==> src/rtl/combo_lock_pkg.sv <==
// Shared types, status encodings and width helpers for the combination lock.
package combo_lock_pkg;

  typedef enum logic [2:0] {
    ST_IDLE    = 3'd0,
    ST_ENTRY   = 3'd1,
    ST_OPEN    = 3'd2,
    ST_LOCKOUT = 3'd3
  } state_t;

  localparam logic [1:0] Z_IDLE    = 2'b00;
  localparam logic [1:0] Z_ENTRY   = 2'b01;
  localparam logic [1:0] Z_OPEN    = 2'b10;
  localparam logic [1:0] Z_LOCKOUT = 2'b11;

  // Bit width needed to hold values 0..n-1, never less than one bit.
  function automatic int clog2_min1(input int n);
    int w;
    w = $clog2(n);
    return (w < 1) ? 1 : w;
  endfunction

  function automatic int max3(input int a, input int b, input int c);
    int m;
    m = (a > b) ? a : b;
    return (m > c) ? m : c;
  endfunction

  function automatic logic [1:0] z_of(input state_t s);
    case (s)
      ST_ENTRY:   return Z_ENTRY;
      ST_OPEN:    return Z_OPEN;
      ST_LOCKOUT: return Z_LOCKOUT;
      default:    return Z_IDLE;
    endcase
  endfunction

endpackage

==> src/rtl/sw_press_det.sv <==
// Registers the switch levels and flags a press on the 0 -> non-zero transition,
// split into valid (one-hot) and invalid (multi-hot) with the pressed index.
module sw_press_det
  import combo_lock_pkg::*;
#(
  parameter  int NUM_SW = 4,
  localparam int IDX_W  = clog2_min1(NUM_SW)
) (
  input  logic              clk,
  input  logic              reset_n,
  input  logic [NUM_SW-1:0] sw,
  output logic              press_valid,
  output logic              press_invalid,
  output logic [IDX_W-1:0]  press_idx
);

  logic [NUM_SW-1:0] sw_q;
  logic              press;

  // NOTE: sequential state uses non-blocking assignment so every flop samples
  // pre-edge values regardless of process ordering.
  always_ff @(posedge clk or negedge reset_n) begin
    if (!reset_n) sw_q <= '0;
    else          sw_q <= sw;
  end

  assign press         = (sw_q == '0) && (sw != '0);
  assign press_valid   = press && $onehot(sw);
  assign press_invalid = press && !$onehot(sw);

  // NOTE: combinational blocks assign a default first so no path leaves the
  // output unassigned, which would otherwise infer a latch.
  always_comb begin
    press_idx = '0;
    for (int i = 0; i < NUM_SW; i++) begin
      if (sw[i]) press_idx = IDX_W'(i);
    end
  end

endmodule

==> src/rtl/combo_lock_fsm.sv <==
// Combination lock: matches a stored press sequence, opens for a bounded time,
// counts consecutive failures and enforces a timed lockout.
module combo_lock_fsm
  import combo_lock_pkg::*;
#(
  parameter  int NUM_SW        = 4,
  parameter  int SEQ_LEN       = 4,
  parameter  int MAX_FAIL      = 3,
  parameter  int LOCKOUT_CYC   = 16,
  parameter  int OPEN_CYC      = 32,
  parameter  int ENTRY_TIMEOUT = 64,
  localparam int SW_IDX_W      = clog2_min1(NUM_SW),
  localparam int CODE_IDX_W    = clog2_min1(SEQ_LEN),
  localparam int PROG_W        = clog2_min1(SEQ_LEN + 1),
  localparam int FAIL_W        = clog2_min1(MAX_FAIL + 1)
) (
  input  logic                  clk,
  input  logic                  reset_n,
  input  logic [NUM_SW-1:0]     sw,
  input  logic                  relock,
  input  logic                  code_we,
  input  logic [CODE_IDX_W-1:0] code_idx,
  input  logic [SW_IDX_W-1:0]   code_data,
  output logic [2:0]            state,
  output logic [1:0]            z,
  output logic                  unlock,
  output logic [PROG_W-1:0]     progress,
  output logic [FAIL_W-1:0]     fail_cnt
);

  localparam int DWELL_W = clog2_min1(max3(LOCKOUT_CYC, OPEN_CYC, ENTRY_TIMEOUT) + 1);

  state_t               state_q, state_d;
  logic [PROG_W-1:0]    progress_d;
  logic [FAIL_W-1:0]    fail_d;
  logic [DWELL_W-1:0]   dwell_q, dwell_d;
  logic                 unlock_d;
  logic                 press_valid, press_invalid, match;
  logic [SW_IDX_W-1:0]  press_idx, expected;
  logic [SW_IDX_W-1:0]  code_q [SEQ_LEN];

  sw_press_det #(.NUM_SW(NUM_SW)) u_press (
    .clk           (clk),
    .reset_n       (reset_n),
    .sw            (sw),
    .press_valid   (press_valid),
    .press_invalid (press_invalid),
    .press_idx     (press_idx)
  );

  // progress is 0 in IDLE, so one lookup serves both IDLE and ENTRY.
  assign expected = code_q[progress[CODE_IDX_W-1:0]];
  assign match    = press_valid && (press_idx == expected);

  always_comb begin
    state_d    = state_q;
    progress_d = progress;
    fail_d     = fail_cnt;
    case (state_q)
      ST_IDLE, ST_ENTRY: begin
        if (match) begin
          if (int'(progress) + 1 == SEQ_LEN) begin
            state_d    = ST_OPEN;
            progress_d = '0;
            fail_d     = '0;
          end else begin
            state_d    = ST_ENTRY;
            progress_d = progress + 1'b1;
          end
        end else if (press_valid || press_invalid) begin
          progress_d = '0;
          fail_d     = fail_cnt + 1'b1;
          state_d    = (int'(fail_cnt) + 1 >= MAX_FAIL) ? ST_LOCKOUT : ST_IDLE;
        end else if (state_q == ST_ENTRY && int'(dwell_q) >= ENTRY_TIMEOUT - 1) begin
          state_d    = ST_IDLE;
          progress_d = '0;
        end
      end
      ST_OPEN: begin
        if (relock || int'(dwell_q) >= OPEN_CYC - 1) state_d = ST_IDLE;
      end
      ST_LOCKOUT: begin
        if (int'(dwell_q) >= LOCKOUT_CYC - 1) begin
          state_d = ST_IDLE;
          fail_d  = '0;
        end
      end
      default: state_d = ST_IDLE;
    endcase

    dwell_d = dwell_q;
    if (state_d != state_q || (state_q == ST_ENTRY && (press_valid || press_invalid)))
      dwell_d = '0;
    else if (dwell_q != '1)
      dwell_d = dwell_q + 1'b1;

    unlock_d = (state_d == ST_OPEN) && (state_q != ST_OPEN);
  end

  always_ff @(posedge clk or negedge reset_n) begin
    if (!reset_n) begin
      state_q  <= ST_IDLE;
      z        <= Z_IDLE;
      unlock   <= 1'b0;
      progress <= '0;
      fail_cnt <= '0;
      dwell_q  <= '0;
    end else begin
      state_q  <= state_d;
      z        <= z_of(state_d);
      unlock   <= unlock_d;
      progress <= progress_d;
      fail_cnt <= fail_d;
      dwell_q  <= dwell_d;
    end
  end

  // NOTE: this small code table is deliberately reset so the lock has a known
  // default combination; large data memories would normally be left unreset.
  always_ff @(posedge clk or negedge reset_n) begin
    if (!reset_n) begin
      for (int i = 0; i < SEQ_LEN; i++) code_q[i] <= SW_IDX_W'(i % NUM_SW);
    end else if (state_q == ST_OPEN && code_we && int'(code_idx) < SEQ_LEN) begin
      code_q[code_idx] <= code_data;
    end
  end

  assign state = state_q;

endmodule

==> config.mk <==
export PLATFORM = sky130hd
export DESIGN_NAME = combo_lock_fsm
export DESIGN_NICKNAME = d
export VERILOG_FILES = /design/src/rtl/combo_lock_pkg.sv /design/src/rtl/sw_press_det.sv /design/src/rtl/combo_lock_fsm.sv
export SDC_FILE = /design/constraint.sdc
export NUM_CORES = 1
export LEC_CHECK = 0
export ABC_AREA = 1
export CAP_MARGIN = 15
export CORE_MARGIN = 4
export CORE_UTILIZATION = 25
export DETAILED_ROUTE_END_ITERATION = 10
export SYNTH_ARGS = -nofsm -noshare
export SYNTH_HDL_FRONTEND = slang
export SYNTH_SLANG_ARGS = --single-unit
==> constraint.sdc <==
create_clock -name clk -period 2.3 [get_ports clk]
set_input_delay 0.46 -clock clk [delete_from_list [all_inputs] [get_ports clk]]
set_output_delay 0.46 -clock clk [all_outputs]
set_load 0.01 [all_outputs]
==> metrics.txt, run 1 <==
total power=1410 uW; CTS Sinks=30; Root Buffer=clkbuf_8; post-route ant nets=0; post-route setup slack=0.114 ns; Fillers=715; vias per cell=4.19; largest net degree at the start of global routing=31; Final Cycle Share=95.0%; CP arrival=2.41 ns; share of layout cells above drive strength 1=25.8%; final slew viol count=0; Port Buffers=22; IR drop worst, VDD=0.184 mV; final setup fails=0; Synth area leaders=dfrtp_1 37%, nand2_1 11%, ha_1 7.9%; Power Density=593 mW/mm2; Starting Density=25.8%; via count=1,508; Total Routed Length=3.96 mm; Die ar.=0.00840 mm2; initial antenna violation count=0; startpoint types=input port; Final nets=287; post-DP HPWL=2.90 mm; Worst Path Required=2.52 ns; Mapped Area=0.00175 mm2; critical path endpoint category=register; critical path class=input port to register; Std-Cell Core Area=0.00679 mm2; std cell rows=30; Yosys top cell area share=37.2%; Hold Fails Final Rpt=0; num ports=23; Post-Syn Nets=239; Worst-path clk slew=0.07 ns; antenna cell count=0; Hold Crit Class=input port to register; Pleak=0.00111 uW; max frequency=458 MHz; Die X=91.7 um; syn_area_per_cell=8.14 um2; routability congestion estimate=0.858; grt ovf=0; number of iterations in the first detailed-routing pass=5; H-tree depth=2; CTS Buf Count=5; area leader, netlist=dfrtp_1; status=complete, no violations; crit path max fanout=7; CTS tree=yes; die span in y=91.7 um; Max Clock Skew=0.00953 ns; Ys Warns=0; DRT iter0 DRCs=112; # DRC=0; Setup WS pre-CTS=-0.659 ns; distinct cell type count after synthesis=28; first-pass GRT wire length=7.09 mm; post-synthesis sequential area ratio=43.2%; Hold-fix buffers, CTS=0; synthesis-stage register bit count=30; Final Critical Period=2.19 ns; Clock Path Buffers=2; number of global-route vias before repair=1,573; Layout area overhead=35.9%; drt wl/cell=11.0 um; GRT Util Overall=10.4%; Skew-Pair Late Insertion Delay=0.29 ns; synthesized netlist cell count=215; max cap viols=0
-- kinds of logic after synthesis --
logic type,synth area share [%]
xor gates and xnor gates,2.57
buffers and inverters,6.00
muxes,0.572
AOI/OAI and AO/OA,5.79
DFF,43.2
and+or+nand+nor,32.7
other,0.214
adders and majority gates,9.01
-- flip-flops by register name, indices dropped and copies added, names as in the netlist --
| signal | flops |
|---|---|
| state | 3 |
| unlock | 1 |
| z | 2 |
| fail_cnt | 2 |
| u_press.sw_q | 4 |
| code_q | 8 |
| dwell_q | 7 |
| progress | 3 |
-- final timing paths --
check	to	cells past startpoint	start	slack, ns
max	dwell_q[3]	14	sw[3]	0.11
min	u_press.sw_q[2]	2	sw[2]	0.37
max reg2reg	dwell_q[3]	15	dwell_q[0]	0.41
min reg2reg	code_q[3]	2	code_q[3]	0.49
max in group asynchronous	code_q[4]	2	reset_n	1.42
min in group asynchronous	u_press.sw_q[0]	2	reset_n	0.56
-- metrics by stage --
step           cells  TNS [ns]  hold WS [ns]  cell area, um2  utilization, %
2_1_floorplan    215         0         0.164            1750               -
3_3_place_gp     346     -9.16         0.469            2190            32.2
3_5_place_dp     346     -9.53         0.477            2190            32.2
4_1_cts          357         0         0.398            2350            34.6
5_1_grt          360   -0.0120         0.372            2380            35.0
6_report         360         0         0.372            2380            35.0
-- placed cells by master, fill, tap and decap left out, types with 6 or more instances in the layout --
cell type and instances:
inv_1 20, buf_4 19, nand2_1 50, nor2_2 7
clkbuf_8 6, dfrtp_1 26, clkdlybuf4s50_1 18, nand3_1 24
o21ai_0 14, nand2_2 6, nor2_1 17, ha_1 8
inv_2 8
-- worst max-delay path: stages --
cell	delay (ns)
buf_2	0.11
inv_2	0.07
ha_4	0.20
ha_4	0.15
fa_1	0.43
nor2_1	0.11
nand3_1	0.10
inv_2	0.10
nand4_1	0.13
nand3_2	0.14
nand2_2	0.07
nand2_2	0.08
nand3_4	0.13
nor2_2	0.13
-- metal layers --
metal	vias up	global-route usage, %	share of wire (%)
met5	-	0	0
met4	0	3.39	1.4
met3	6	3.61	5.6
met2	30	16.6	46
met1	687	13.1	47
li1	785	-	-
-- layout make-up --
type	count	area, um2	area share, %
Sequential cell	30	756	31.8
Inverter	28	105	4.42
Multi-Input combinational cell	157	951	40.0
Clock inverter	1	5.00	0.210
Clock buffer	7	86.3	3.63
Tap cell	96	120	5.05
Timing Repair Buffer	41	355	14.9
-- what timing repair did --
action / 4_1_cts / 5_1_grt
setup endpoints to repair: 17 / 11
resized for setup: 22 / 11
pin swaps: 12 / 10
setup buffers: 3 / 3
-- power breakdown --
| group | switching [uW] | leakage (uW) | total, uW | internal [uW] |
|---|---|---|---|---|
| Combinational | 161 | 0.000680 | 321 | 160 |
| Sequential | 49.4 | 0.000385 | 646 | 597 |
| Clock | 203 | 0.0000482 | 444 | 241 |
| Total | 413 | 0.00111 | 1410 | 997 |
-- cells in the mapped netlist --
cell type and number:
nand2_1 50, nand3_1 26, nor2_2 3, nand2_4 1
nand4_1 4, nand2_2 6, a21oi_2 1, dfstp_2 4
conb_1 1, mux2i_1 1, dfrtp_1 26, nand3_4 1
nor2_4 1, nand3b_1 1, o21ai_0 14, nand3_2 2
o21ai_1 1, or2_1 1, xnor2_1 2, ha_1 11
a22oi_1 1, nor2_1 21, fa_1 1, inv_2 3
a21oi_1 2, inv_1 25, nor3_1 4, xnor2_4 1
(Power assumes the default switching activity.)
==> inputs of run 2 (changes only) <==
SETUP_SLACK_MARGIN = 0.1   (was default)
==> metrics.txt, run 2 (same netlist as run 1, synthesis figures left out) <==
CTS tree=yes (unchanged); Pleak=0.00112 uW (was 0.00111 uW); biggest regs=code_q x8, dwell_q x7, u_press.sw_q x4 (unchanged); met3 usage=3.12% (was 3.61%); post-route cell area=0.00241 mm2 (was 0.00238 mm2); grt ovf=0 (unchanged); Power Density=590 mW/mm2 (was 593 mW/mm2); CP cell instances=buf_8 -> inv_6 -> ha_4 -> ha_4 -> fa_1 -> nor2_1 -> nand3_1 -> inv_2 -> nand4_1 -> nand3_4 -> nand2_4 -> nand2_4 -> nand3_4 -> nor2_2 (was buf_2 -> inv_2 -> ha_4 -> ha_4 -> fa_1 -> nor2_1 -> nand3_1 -> inv_2 -> nand4_1 -> nand3_2 -> nand2_2 -> nand2_2 -> nand3_4 -> nor2_2); Hold-fix buffers, CTS=0 (unchanged); routability congestion estimate=0.851 (was 0.858); most common cell after layout, fill and taps aside=nand2_1 (unchanged); CP bufs+invs=3 (unchanged); min-delay src=sw[0] (was sw[2]); CP top delay family=simple AND/OR/NAND/NOR gates (unchanged); TNS Setup=0 ns (unchanged); Root Buffer=clkbuf_8 (unchanged); Final nets=286 (was 287); num ports=23 (unchanged); CTS Buf Count=5 (unchanged); M1 GR Usage=12.4% (was 13.1%); Worst path max stage delay=0.43 ns (about the same); Reg with most FFs=code_q (unchanged); Port Buffers=22 (unchanged); Final Critical Period=2.11 ns (was 2.19 ns); Hold Crit Class=input port to register (unchanged); Starting Density=25.8% (unchanged); Critical Path Start=sw[3] (unchanged); Hold Fails Final Rpt=0 (unchanged); crit path max fanout=7 (unchanged); Largest register FFs=8 (unchanged); Slowest-stage cell, CP=fa_1 (unchanged); CP arrival=2.34 ns (was 2.41 ns); critical path endpoint category=register (unchanged); share of layout cells above drive strength 1=24.7% (was 25.8%); max frequency=474 MHz (was 458 MHz); RSZ-0062 raised after global routing=yes; GRT Util Overall=9.71% (was 10.4%); Die X=91.7 um (unchanged); critical path class=input port to register (unchanged); CTS Sinks=30 (unchanged); Die ar.=0.00840 mm2 (unchanged); via count=1,518 (was 1,508); std cell rows=30 (unchanged); placed inst area=0.00222 mm2 (was 0.00219 mm2); Max Clock Skew=0.00537 ns (was 0.00953 ns); Std-Cell Core Area=0.00679 mm2 (unchanged); IR drop worst, VDD=0.220 mV (was 0.184 mV); GR peak layer=met2 (unchanged); status=complete, no violations (unchanged); Finished Core Util=35.5% (was 35.0%); M2 GR Usage=15.0% (was 16.6%); initial antenna violation count=0 (unchanged); number of iterations in the first detailed-routing pass=4 (was 5); die span in y=91.7 um (unchanged); drt wl/cell=10.6 um (was 11.0 um); Skew-Pair Late Insertion Delay=0.29 ns (about the same); post-DP HPWL=2.86 mm (was 2.90 mm); H-tree depth=2 (unchanged); post-route ant nets=0 (unchanged); DRT iter0 DRCs=31 (was 112); Layout area overhead=37.7% (was 35.9%); Hold Slack=0.380 ns (was 0.372 ns); final slew viol count=0 (unchanged); Total Routed Length=3.80 mm (was 3.96 mm); commonest non-fill, non-tap cells in the layout=50 x nand2_1, 26 x dfrtp_1, 24 x nand3_1 (unchanged); largest net degree at the start of global routing=31 (unchanged); Clock Path Buffers=2 (unchanged); first-pass GRT wire length=6.49 mm (was 7.09 mm); Final Cycle Share=91.7% (was 95.0%); number of global-route vias before repair=1,454 (was 1,573); startpoint types=input port (unchanged); antenna cell count=0 (unchanged); Worst Path Required=2.53 ns (was 2.52 ns); vias per cell=4.23 (was 4.19); R2R Path Start=dwell_q[0] (unchanged); max cap viols=0 (unchanged); # DRC=0 (unchanged); final setup fails=0 (unchanged); Worst-path clk slew=0.07 ns (about the same)
==> run 2: cell types whose count changed in the layout (fill, tap and decap cells not counted), moves of 2 or more <==
cell,before,now
nand2_2,6,4
nor2_2,7,4
inv_4,0,2
nor2_1,17,20
nand2_4,1,3
buf_2,2,0
inv_2,8,5
==> run 2: metrics by stage <==
stage | cells | total power [uW] | setup slack [ns]
finish | 359 | 1420 | 0.191
global route | 359 | 1510 | 0.0462
CTS | 357 | 1430 | 0.145
detailed placement | 345 | 969 | -0.613
global placement | 345 | 960 | -0.583
floorplan | 215 | 831 | 0.108
==> run 2: routing by layer <==
metal  wire (um)  vias up
met1        1840      699
li1            -      786
met5           0        -
met4          48        0
met2        1700       28
met3         213        5
==> run 2: power breakdown <==
group,switching [uW],internal (uW)
sequential,50.2,597
clock,211,240
combinational,160,164
==> run 2: final cells by class <==
type,instances,area [um2]
multi-input combinational,157,961
inverter,28,115
sequential,30,756
timing repair buffer,40,364
tap,96,120
fill,700,4380
clock buffer,6,82.6
clock inverter,2,12.5
==> run 2: final timing paths <==
kind / endpoint / slack, ns / cells after the start
max in group asynchronous: code_q[1] / 1.42 / 2
min in group asynchronous: u_press.sw_q[0] / 0.56 / 2
worst max-delay path: dwell_q[0] / 0.19 / 14
worst min-delay path: u_press.sw_q[0] / 0.38 / 2
worst max register to register: dwell_q[4] / 0.43 / 15
worst min register to register: code_q[6] / 0.49 / 2
==> run 2: repair_timing <==
action,CTS,global route
buffers inserted,4,2
gates resized for setup,17,15
pin swaps,10,2
setup endpoints to repair,17,10
==> inputs of run 3 (changes only) <==
CAP_MARGIN = 20   (was 15)
CTS_CLUSTER_DIAMETER = 60   (was default)
==> results of run 3 <==
Final layout, timing and power as in run 2 (identical DEF).
